<file path="src/rtl/fifo_sync_mc_pkg.sv">
// Shared types and helpers for the single-clock multi-channel FIFO.
// Holds the default geometry, the per-channel pointer/channel types and
// the occupancy/flag helpers used by every channel controller.
package fifo_sync_mc_pkg;

    localparam int unsigned FIFO_W  = 32;
    localparam int unsigned FIFO_N  = 16;
    localparam int unsigned FIFO_C  = 4;
    localparam int unsigned FIFO_AW = $clog2(FIFO_N);
    localparam int unsigned FIFO_CW = $clog2(FIFO_C);

    // Pointer carries one extra wrap bit above the address bits.
    typedef logic [FIFO_AW:0]   ptr_t;
    typedef logic [FIFO_CW-1:0] chan_t;

    typedef struct packed {
        logic empty;
        logic full;
        logic afull;
    } flags_t;

    // Occupancy is the modulo-2^(AW+1) pointer difference.
    function automatic ptr_t ptr_count(input ptr_t wptr, input ptr_t rptr);
        return ptr_t'(wptr - rptr);
    endfunction

    function automatic ptr_t ptr_step(input ptr_t ptr, input logic en);
        return ptr_t'(ptr + ptr_t'(en));
    endfunction

    function automatic flags_t calc_flags(input ptr_t count, input ptr_t thresh);
        flags_t f;
        f.empty = (count == '0);
        f.full  = (count == ptr_t'(FIFO_N));
        f.afull = (count >= thresh);
        return f;
    endfunction

endpackage

</file>
<file path="src/rtl/fifo_sync_mc_ctrl.sv">
// Per-channel controller: write/read pointers, occupancy, flags and
// sticky error bits for one logical queue.
// Ports:
//   clk, rst_n          clock, async active-low reset
//   push_hit_i          push addressed to this channel
//   pop_hit_i           pop addressed to this channel
//   flush_i             empty the queue and clear errors
//   afull_thresh_i      almost-full threshold
//   wr_en_o_c/rd_en_o_c accepted push/pop this cycle (combinational)
//   wr_addr_o_c/rd_addr_o_c in-channel storage addresses (combinational)
//   empty_o, full_o, afull_o, count_o, ovf_o, udf_o  registered status
module fifo_sync_mc_ctrl
    import fifo_sync_mc_pkg::*;
(
    input  logic               clk,
    input  logic               rst_n,
    input  logic               push_hit_i,
    input  logic               pop_hit_i,
    input  logic               flush_i,
    input  ptr_t               afull_thresh_i,
    output logic               wr_en_o_c,
    output logic               rd_en_o_c,
    output logic [FIFO_AW-1:0] wr_addr_o_c,
    output logic [FIFO_AW-1:0] rd_addr_o_c,
    output logic               empty_o,
    output logic               full_o,
    output logic               afull_o,
    output ptr_t               count_o,
    output logic               ovf_o,
    output logic               udf_o
);

    ptr_t   wptr_q, wptr_d;
    ptr_t   rptr_q, rptr_d;
    ptr_t   count_q, count_d;
    flags_t flags_q, flags_d;
    logic   ovf_q, ovf_d;
    logic   udf_q, udf_d;

    // Acceptance uses the registered flags; next-state flags come from next pointers.
    always_comb begin
        wr_en_o_c = push_hit_i & ~flags_q.full;
        rd_en_o_c = pop_hit_i & ~flags_q.empty;
        wptr_d    = ptr_step(wptr_q, wr_en_o_c);
        // Flush swallows a push accepted in the same cycle.
        rptr_d    = flush_i ? wptr_d : ptr_step(rptr_q, rd_en_o_c);
        count_d   = ptr_count(wptr_d, rptr_d);
        flags_d   = calc_flags(count_d, afull_thresh_i);
        ovf_d     = ~flush_i & (ovf_q | (push_hit_i & flags_q.full));
        udf_d     = ~flush_i & (udf_q | (pop_hit_i & flags_q.empty));
    end

    // Channel state register.
    always_ff @(posedge clk or negedge rst_n) begin
        if (!rst_n) begin
            wptr_q  <= '0;
            rptr_q  <= '0;
            count_q <= '0;
            flags_q <= '{empty: 1'b1, full: 1'b0, afull: 1'b0};
            ovf_q   <= 1'b0;
            udf_q   <= 1'b0;
        end else begin
            wptr_q  <= wptr_d;
            rptr_q  <= rptr_d;
            count_q <= count_d;
            flags_q <= flags_d;
            ovf_q   <= ovf_d;
            udf_q   <= udf_d;
        end
    end

    assign wr_addr_o_c = wptr_q[FIFO_AW-1:0];
    assign rd_addr_o_c = rptr_q[FIFO_AW-1:0];
    assign empty_o     = flags_q.empty;
    assign full_o      = flags_q.full;
    assign afull_o     = flags_q.afull;
    assign count_o     = count_q;
    assign ovf_o       = ovf_q;
    assign udf_o       = udf_q;

endmodule

</file>
<file path="src/rtl/fifo_sync_mc.sv">
// Single-clock multi-channel FIFO: C queues of N entries share one
// statically partitioned C*N x W array. One push and one pop per cycle.
// N and C must match the package geometry (pointer type width).
// Ports:
//   clk, rst_n                      clock, async active-low reset
//   push, push_chan, push_data      push request, channel, payload
//   pop, pop_chan                   pop request, channel
//   pop_vld_r, pop_chan_r, pop_data pop response, one cycle after accept
//   flush                           per-channel flush
//   afull_thresh                    almost-full threshold, all channels
//   empty_r, full_r, afull_r        per-channel flags
//   count_r                         per-channel occupancy, packed
//   ovf_r, udf_r                    per-channel sticky errors
module fifo_sync_mc
    import fifo_sync_mc_pkg::*;
#(
    parameter  int unsigned W  = FIFO_W,
    parameter  int unsigned N  = FIFO_N,
    parameter  int unsigned C  = FIFO_C,
    localparam int unsigned CW = $clog2(C),
    localparam int unsigned AW = $clog2(N)
) (
    input  logic                clk,
    input  logic                rst_n,
    input  logic                push,
    input  logic [CW-1:0]       push_chan,
    input  logic [W-1:0]        push_data,
    input  logic                pop,
    input  logic [CW-1:0]       pop_chan,
    output logic                pop_vld_r,
    output logic [CW-1:0]       pop_chan_r,
    output logic [W-1:0]        pop_data,
    input  logic [C-1:0]        flush,
    input  logic [AW:0]         afull_thresh,
    output logic [C-1:0]        empty_r,
    output logic [C-1:0]        full_r,
    output logic [C-1:0]        afull_r,
    output logic [C*(AW+1)-1:0] count_r,
    output logic [C-1:0]        ovf_r,
    output logic [C-1:0]        udf_r
);

    logic [W-1:0]  mem_q [C*N];

    logic          wr_en_c   [C];
    logic          rd_en_c   [C];
    logic [AW-1:0] wr_addr_c [C];
    logic [AW-1:0] rd_addr_c [C];
    logic          empty_a   [C];
    logic          full_a    [C];
    logic          afull_a   [C];
    logic [AW:0]   count_a   [C];
    logic          ovf_a     [C];
    logic          udf_a     [C];
    logic          wr_sel_c;
    logic          rd_sel_c;

    for (genvar c = 0; c < C; c++) begin : g_chan
        logic push_hit_c;
        logic pop_hit_c;

        assign push_hit_c = push & (push_chan == CW'(c));
        assign pop_hit_c  = pop & (pop_chan == CW'(c));

        fifo_sync_mc_ctrl u_ctrl (
            .clk            (clk),
            .rst_n          (rst_n),
            .push_hit_i     (push_hit_c),
            .pop_hit_i      (pop_hit_c),
            .flush_i        (flush[c]),
            .afull_thresh_i (afull_thresh),
            .wr_en_o_c      (wr_en_c[c]),
            .rd_en_o_c      (rd_en_c[c]),
            .wr_addr_o_c    (wr_addr_c[c]),
            .rd_addr_o_c    (rd_addr_c[c]),
            .empty_o        (empty_a[c]),
            .full_o         (full_a[c]),
            .afull_o        (afull_a[c]),
            .count_o        (count_a[c]),
            .ovf_o          (ovf_a[c]),
            .udf_o          (udf_a[c])
        );
    end

    // Pack per-channel status into the flat output buses.
    always_comb begin
        empty_r = '0;
        full_r  = '0;
        afull_r = '0;
        count_r = '0;
        ovf_r   = '0;
        udf_r   = '0;
        for (int c = 0; c < C; c++) begin
            empty_r[c]              = empty_a[c];
            full_r[c]               = full_a[c];
            afull_r[c]              = afull_a[c];
            count_r[c*(AW+1) +: AW+1] = count_a[c];
            ovf_r[c]                = ovf_a[c];
            udf_r[c]                = udf_a[c];
        end
    end

    assign wr_sel_c = wr_en_c[push_chan];
    assign rd_sel_c = rd_en_c[pop_chan];

    // Shared storage; a same-address read/write can't happen because a
    // full channel drops its push and an empty channel rejects its pop.
    always_ff @(posedge clk) begin
        if (wr_sel_c) begin
            mem_q[{push_chan, wr_addr_c[push_chan]}] <= push_data;
        end
    end

    // Pop response control.
    always_ff @(posedge clk or negedge rst_n) begin
        if (!rst_n) begin
            pop_vld_r  <= 1'b0;
            pop_chan_r <= '0;
        end else begin
            pop_vld_r <= rd_sel_c;
            if (rd_sel_c) begin
                pop_chan_r <= pop_chan;
            end
        end
    end

    // Pop payload is not reset.
    always_ff @(posedge clk) begin
        if (rd_sel_c) begin
            pop_data <= mem_q[{pop_chan, rd_addr_c[pop_chan]}];
        end
    end

endmodule
</file>
<file path="config.mk">
export PLATFORM = sky130hd
export DESIGN_NAME = fifo_sync_mc
export DESIGN_NICKNAME = d
export VERILOG_FILES = /design/src/rtl/fifo_sync_mc_pkg.sv /design/src/rtl/fifo_sync_mc_ctrl.sv /design/src/rtl/fifo_sync_mc.sv
export SDC_FILE = /design/constraint.sdc
export NUM_CORES = 2
export LEC_CHECK = 0
export ABC_AREA = 1
export BUFFER_PORTS_ARGS = -buffer_cell sky130_fd_sc_hd__buf_2
export CAP_MARGIN = 15
export CELL_PAD_IN_SITES_DETAIL_PLACEMENT = 1
export CELL_PAD_IN_SITES_GLOBAL_PLACEMENT = 2
export CORE_UTILIZATION = 30
export CTS_CLUSTER_DIAMETER = 80
export DETAILED_ROUTE_END_ITERATION = 16
export PLACE_DENSITY_LB_ADDON = 0.12
export SKIP_LAST_GASP = 1
export SLEW_MARGIN = 5
export SYNTH_ARGS = -nofsm -noshare
export SYNTH_HDL_FRONTEND = slang
export SYNTH_SLANG_ARGS = --single-unit
</file>
<file path="constraint.sdc">
create_clock -name clk -period 4.4 [get_ports clk]
set_clock_uncertainty 0.05 [all_clocks]
set_input_delay 0.44 -clock clk [delete_from_list [all_inputs] [get_ports clk]]
set_output_delay 0.44 -clock clk [all_outputs]
set_load 0.05 [all_outputs]
</file>
==> reports/qor.txt <==
Pwr dens -> 587 nW/µm²
VDD IR max -> 0.284 mV
Worst reg2reg startpoint -> g_chan[2].u_ctrl.rptr_q[0]$_DFF_PN0_
DRT iter0 DRCs -> 5,316
Clk pwr share -> 33.1%
DP HPWL -> 214 mm
Relative slew slack -> 18.4%
Most used cell along the critical path -> nand2_1
Clock transition at path regs -> 0.06 ns
Register share of total power -> 36.8%
1st-pass router iterations -> 5
Sum Neg Setup Slack -> 0 ns
I/O pin count -> 124
Worst-margin pin slew -> 1.22 ns
Largest net degree at the start of global routing -> 144
Crit start category -> flop
First-pass GRT wire length -> 524 mm
Initial antenna violation count -> 38
Post-route insts no fill -> 13,221
Clk root buf -> clkbuf_16
DRC Markers -> 0
Area Overhead vs Synth -> 17.2%
Routed vias/inst -> 5.03
Fill cells -> 34,167
Total CTS buffers -> 269
Leak -> 0.0431 µW
Worst path slowest cell -> dfrtp_1
Crit Path Max Fanout -> 34
NetSw -> 23,900 µW
Crit path largest cell delay -> 0.59 ns
Kind of critical path -> flop to flop
Grt total ovfl -> 0
Worst-Skew Late Latency -> 0.90 ns
Initial Util -> 30.2%
Commonest non-fill, non-tap cell in the layout -> nand2_1
WL per Instance -> 27.9 µm
Internal Pwr Total -> 41,400 µW
Crit. End Element -> flop
Total GRT Usage -> 23.0%
RePlAce Congestion -> 0.772
Worst Hold Class -> input port to flop
Comb power frac -> 30.1%
Final setup viols -> 0
Critical Path, Cell by Cell -> nand2_1 -> nand2_1 -> nand2_8 -> nand2_8 -> buf_12 -> buf_12 -> buf_4 -> nand2_1 -> nand3_1 -> nand3_1 -> nand3_1 -> nand2_1 -> nand2_1 -> nand2_1 -> inv_1 -> nand2_1
Nets -> 8,943
Rows -> 206
Vias -> 66,563
Outcome -> completed
Post-route ant nets -> 0
Tmin final -> 3.65 ns
Netlist cell types -> 35
Tcrit/Tclk final -> 82.9%
# hold bufs at CTS -> 19
Synthesized cell area -> 95,000 µm²
Most frequent cells in the layout -> nand2_1 (2,302), edfxtp_1 (2,080), nand3_1 (1,882), inv_1 (858), nand3b_1 (609)
Yosys warns -> 0
FF+latch count, synth -> 2,163
Core area -> 315,000 µm²
Port Buf Inserts -> 123
Inst Count DP -> 12,722
Die H -> 565 µm
Register area share after synthesis -> 67.9%
Fmax -> 274 MHz
H-tree depth -> 5
Syn nets -> 8,764
Die Footprint -> 319,000 µm²
Bufs on Longest Clock Path -> 4
Post-CTS setup buffers -> 0
Max_cap viols -> 0
Die Span X -> 565 µm
Critical Path Start -> g_chan[2].u_ctrl.rptr_q[0]$_DFF_PN0_
Final WL -> 369 mm
Switching share of power -> 36.6%
WP data arrival -> 4.27 ns
RSZ-0062 raised after global routing -> no
Gate Count Post-Synth -> 8,673
Critical Path RT -> 5.02 ns
Vias in the first global route -> 68,778
Pins Over Slew Limit -> 0
CTS tree -> done
Fraction of final layout cells sized beyond drive strength 1 -> 10.0%
Hold path start -> push_data[5]
Sinks on Clock Net -> 2,163
Post-CTS Resized -> 0
Post-synthesis area per instance -> 11.0 µm²
Fin. Hold Viols -> 0
## path summary, 6_finish.rpt
path	depth (start not counted)	end	slack, ns
worst min register to register	1	g_chan[2].u_ctrl.udf_o$_DFF_PN0_	0.44
worst max register to register	16	pop_data[9]$_DFFE_PP_	0.75
worst max-delay path	16	pop_data[9]$_DFFE_PP_	0.75
max in group asynchronous	3	g_chan[0].u_ctrl.empty_o$_DFF_PN1_	3.13
min in group asynchronous	2	pop_vld_r$_DFF_PN0_	0.12
worst min-delay path	1	mem_q[34][5]$_DFFE_PP_	0.05
## logic make-up after synthesis
group,share of synthesized area (%)
DFF,67.9
AOI/OAI and AO/OA,0.458
buffers and inverters,6.40
adders and majority gates,0.553
and+or+nand+nor,24.5
xor gates and xnor gates,0.175
## stage by stage
step / cell area, µm² / total power, µW / hold WS, ns / setup slack [ns] / utilization [%]
final: 111000 / 65300 / 0.0456 / 0.750 / 35.3
after global routing: 111000 / 68500 / 0.0526 / 0.583 / 35.3
after CTS: 111000 / 66300 / 0.0186 / 0.729 / 35.3
after detailed placement: 103000 / 44300 / 0.437 / 0.456 / 32.6
after global placement: 103000 / 44300 / 0.422 / 0.449 / 32.6
after floorplan: 95000 / 35600 / 0.0944 / 1.08 / -
## power by group through the flow
stage	clock network [µW]	logic (µW)	registers, µW
6_report	21700	19700	24000
5_1_grt	22900	21500	24100
4_1_cts	22200	20000	24000
3_5_place_dp	0	19900	24400
3_3_place_gp	0	19900	24500
2_1_floorplan	0	10700	24900
## synth_stat cells, drive strengths merged
library cell / number / share of area [%]
nand2: 2310 / 9.1
edfxtp: 2080 / 66
nand3: 1882 / 9.9
inv: 866 / 3.4
nand3b: 609 / 4.8
buf: 471 / 2.6
nor2: 109 / 0.46
clkbuf: 102 / 0.40
dfrtp: 79 / 2.1
ha: 42 / 0.55
o21ai: 27 / 0.14
a21oi: 19 / 0.10
xor2: 14 / 0.13
nand4: 11 / 0.072
o21bai: 10 / 0.079
nor3: 9 / 0.059
or2: 6 / 0.040
xnor2: 5 / 0.046
a22oi: 4 / 0.032
dfstp: 4 / 0.11
o21a: 4 / 0.032
o22ai: 4 / 0.026
a221oi: 2 / 0.018
a31oi: 2 / 0.013
o211ai: 2 / 0.016
## state kept, by name, indices dropped and copies added (netlist names), 2 cells and up
| signal | cells |
|---|---|
| g_chan.u_ctrl.afull_o | 4 |
| g_chan.u_ctrl.count_o | 20 |
| g_chan.u_ctrl.empty_o | 4 |
| g_chan.u_ctrl.full_o | 4 |
| g_chan.u_ctrl.ovf_o | 4 |
| g_chan.u_ctrl.rptr_q | 20 |
| g_chan.u_ctrl.udf_o | 4 |
| g_chan.u_ctrl.wptr_q | 20 |
| mem_q | 2048 |
| pop_chan_r | 2 |
| pop_data | 32 |
## critical path, delay by kind of cell, from the launching register on
| kind | cells | cell delay, ns |
|---|---|---|
| buffers and inverters | 4 | 0.85 |
| DFF | 1 | 0.59 |
| and+or+nand+nor | 12 | 1.82 |
## area by class of cell
class,instances,area (µm²),area share [%]
clock buffers,344,7190,6.46
clock inverters,125,1150,1.04
well taps,4160,5200,4.68
flip-flops and latches,2163,64500,58.0
inverters,866,3270,2.94
multi-input cells,5071,25000,22.4
repair buffers,481,4990,4.48
diodes,11,27.5,0.0247
## layer usage
| layer | part of all wire [%] | wire length [µm] | track usage (%) | vias to the layer above |
|---|---|---|---|---|
| met2 | 48 | 176000 | 38.2 | 1429 |
| met1 | 46 | 169000 | 31.6 | 34608 |
| li1 | - | - | - | 30059 |
| met5 | 0.0060 | 22 | 0 | - |
| met4 | 2.6 | 9540 | 5.81 | 4 |
| met3 | 4.2 | 15400 | 2.95 | 463 |
(Power assumes the default switching activity.)
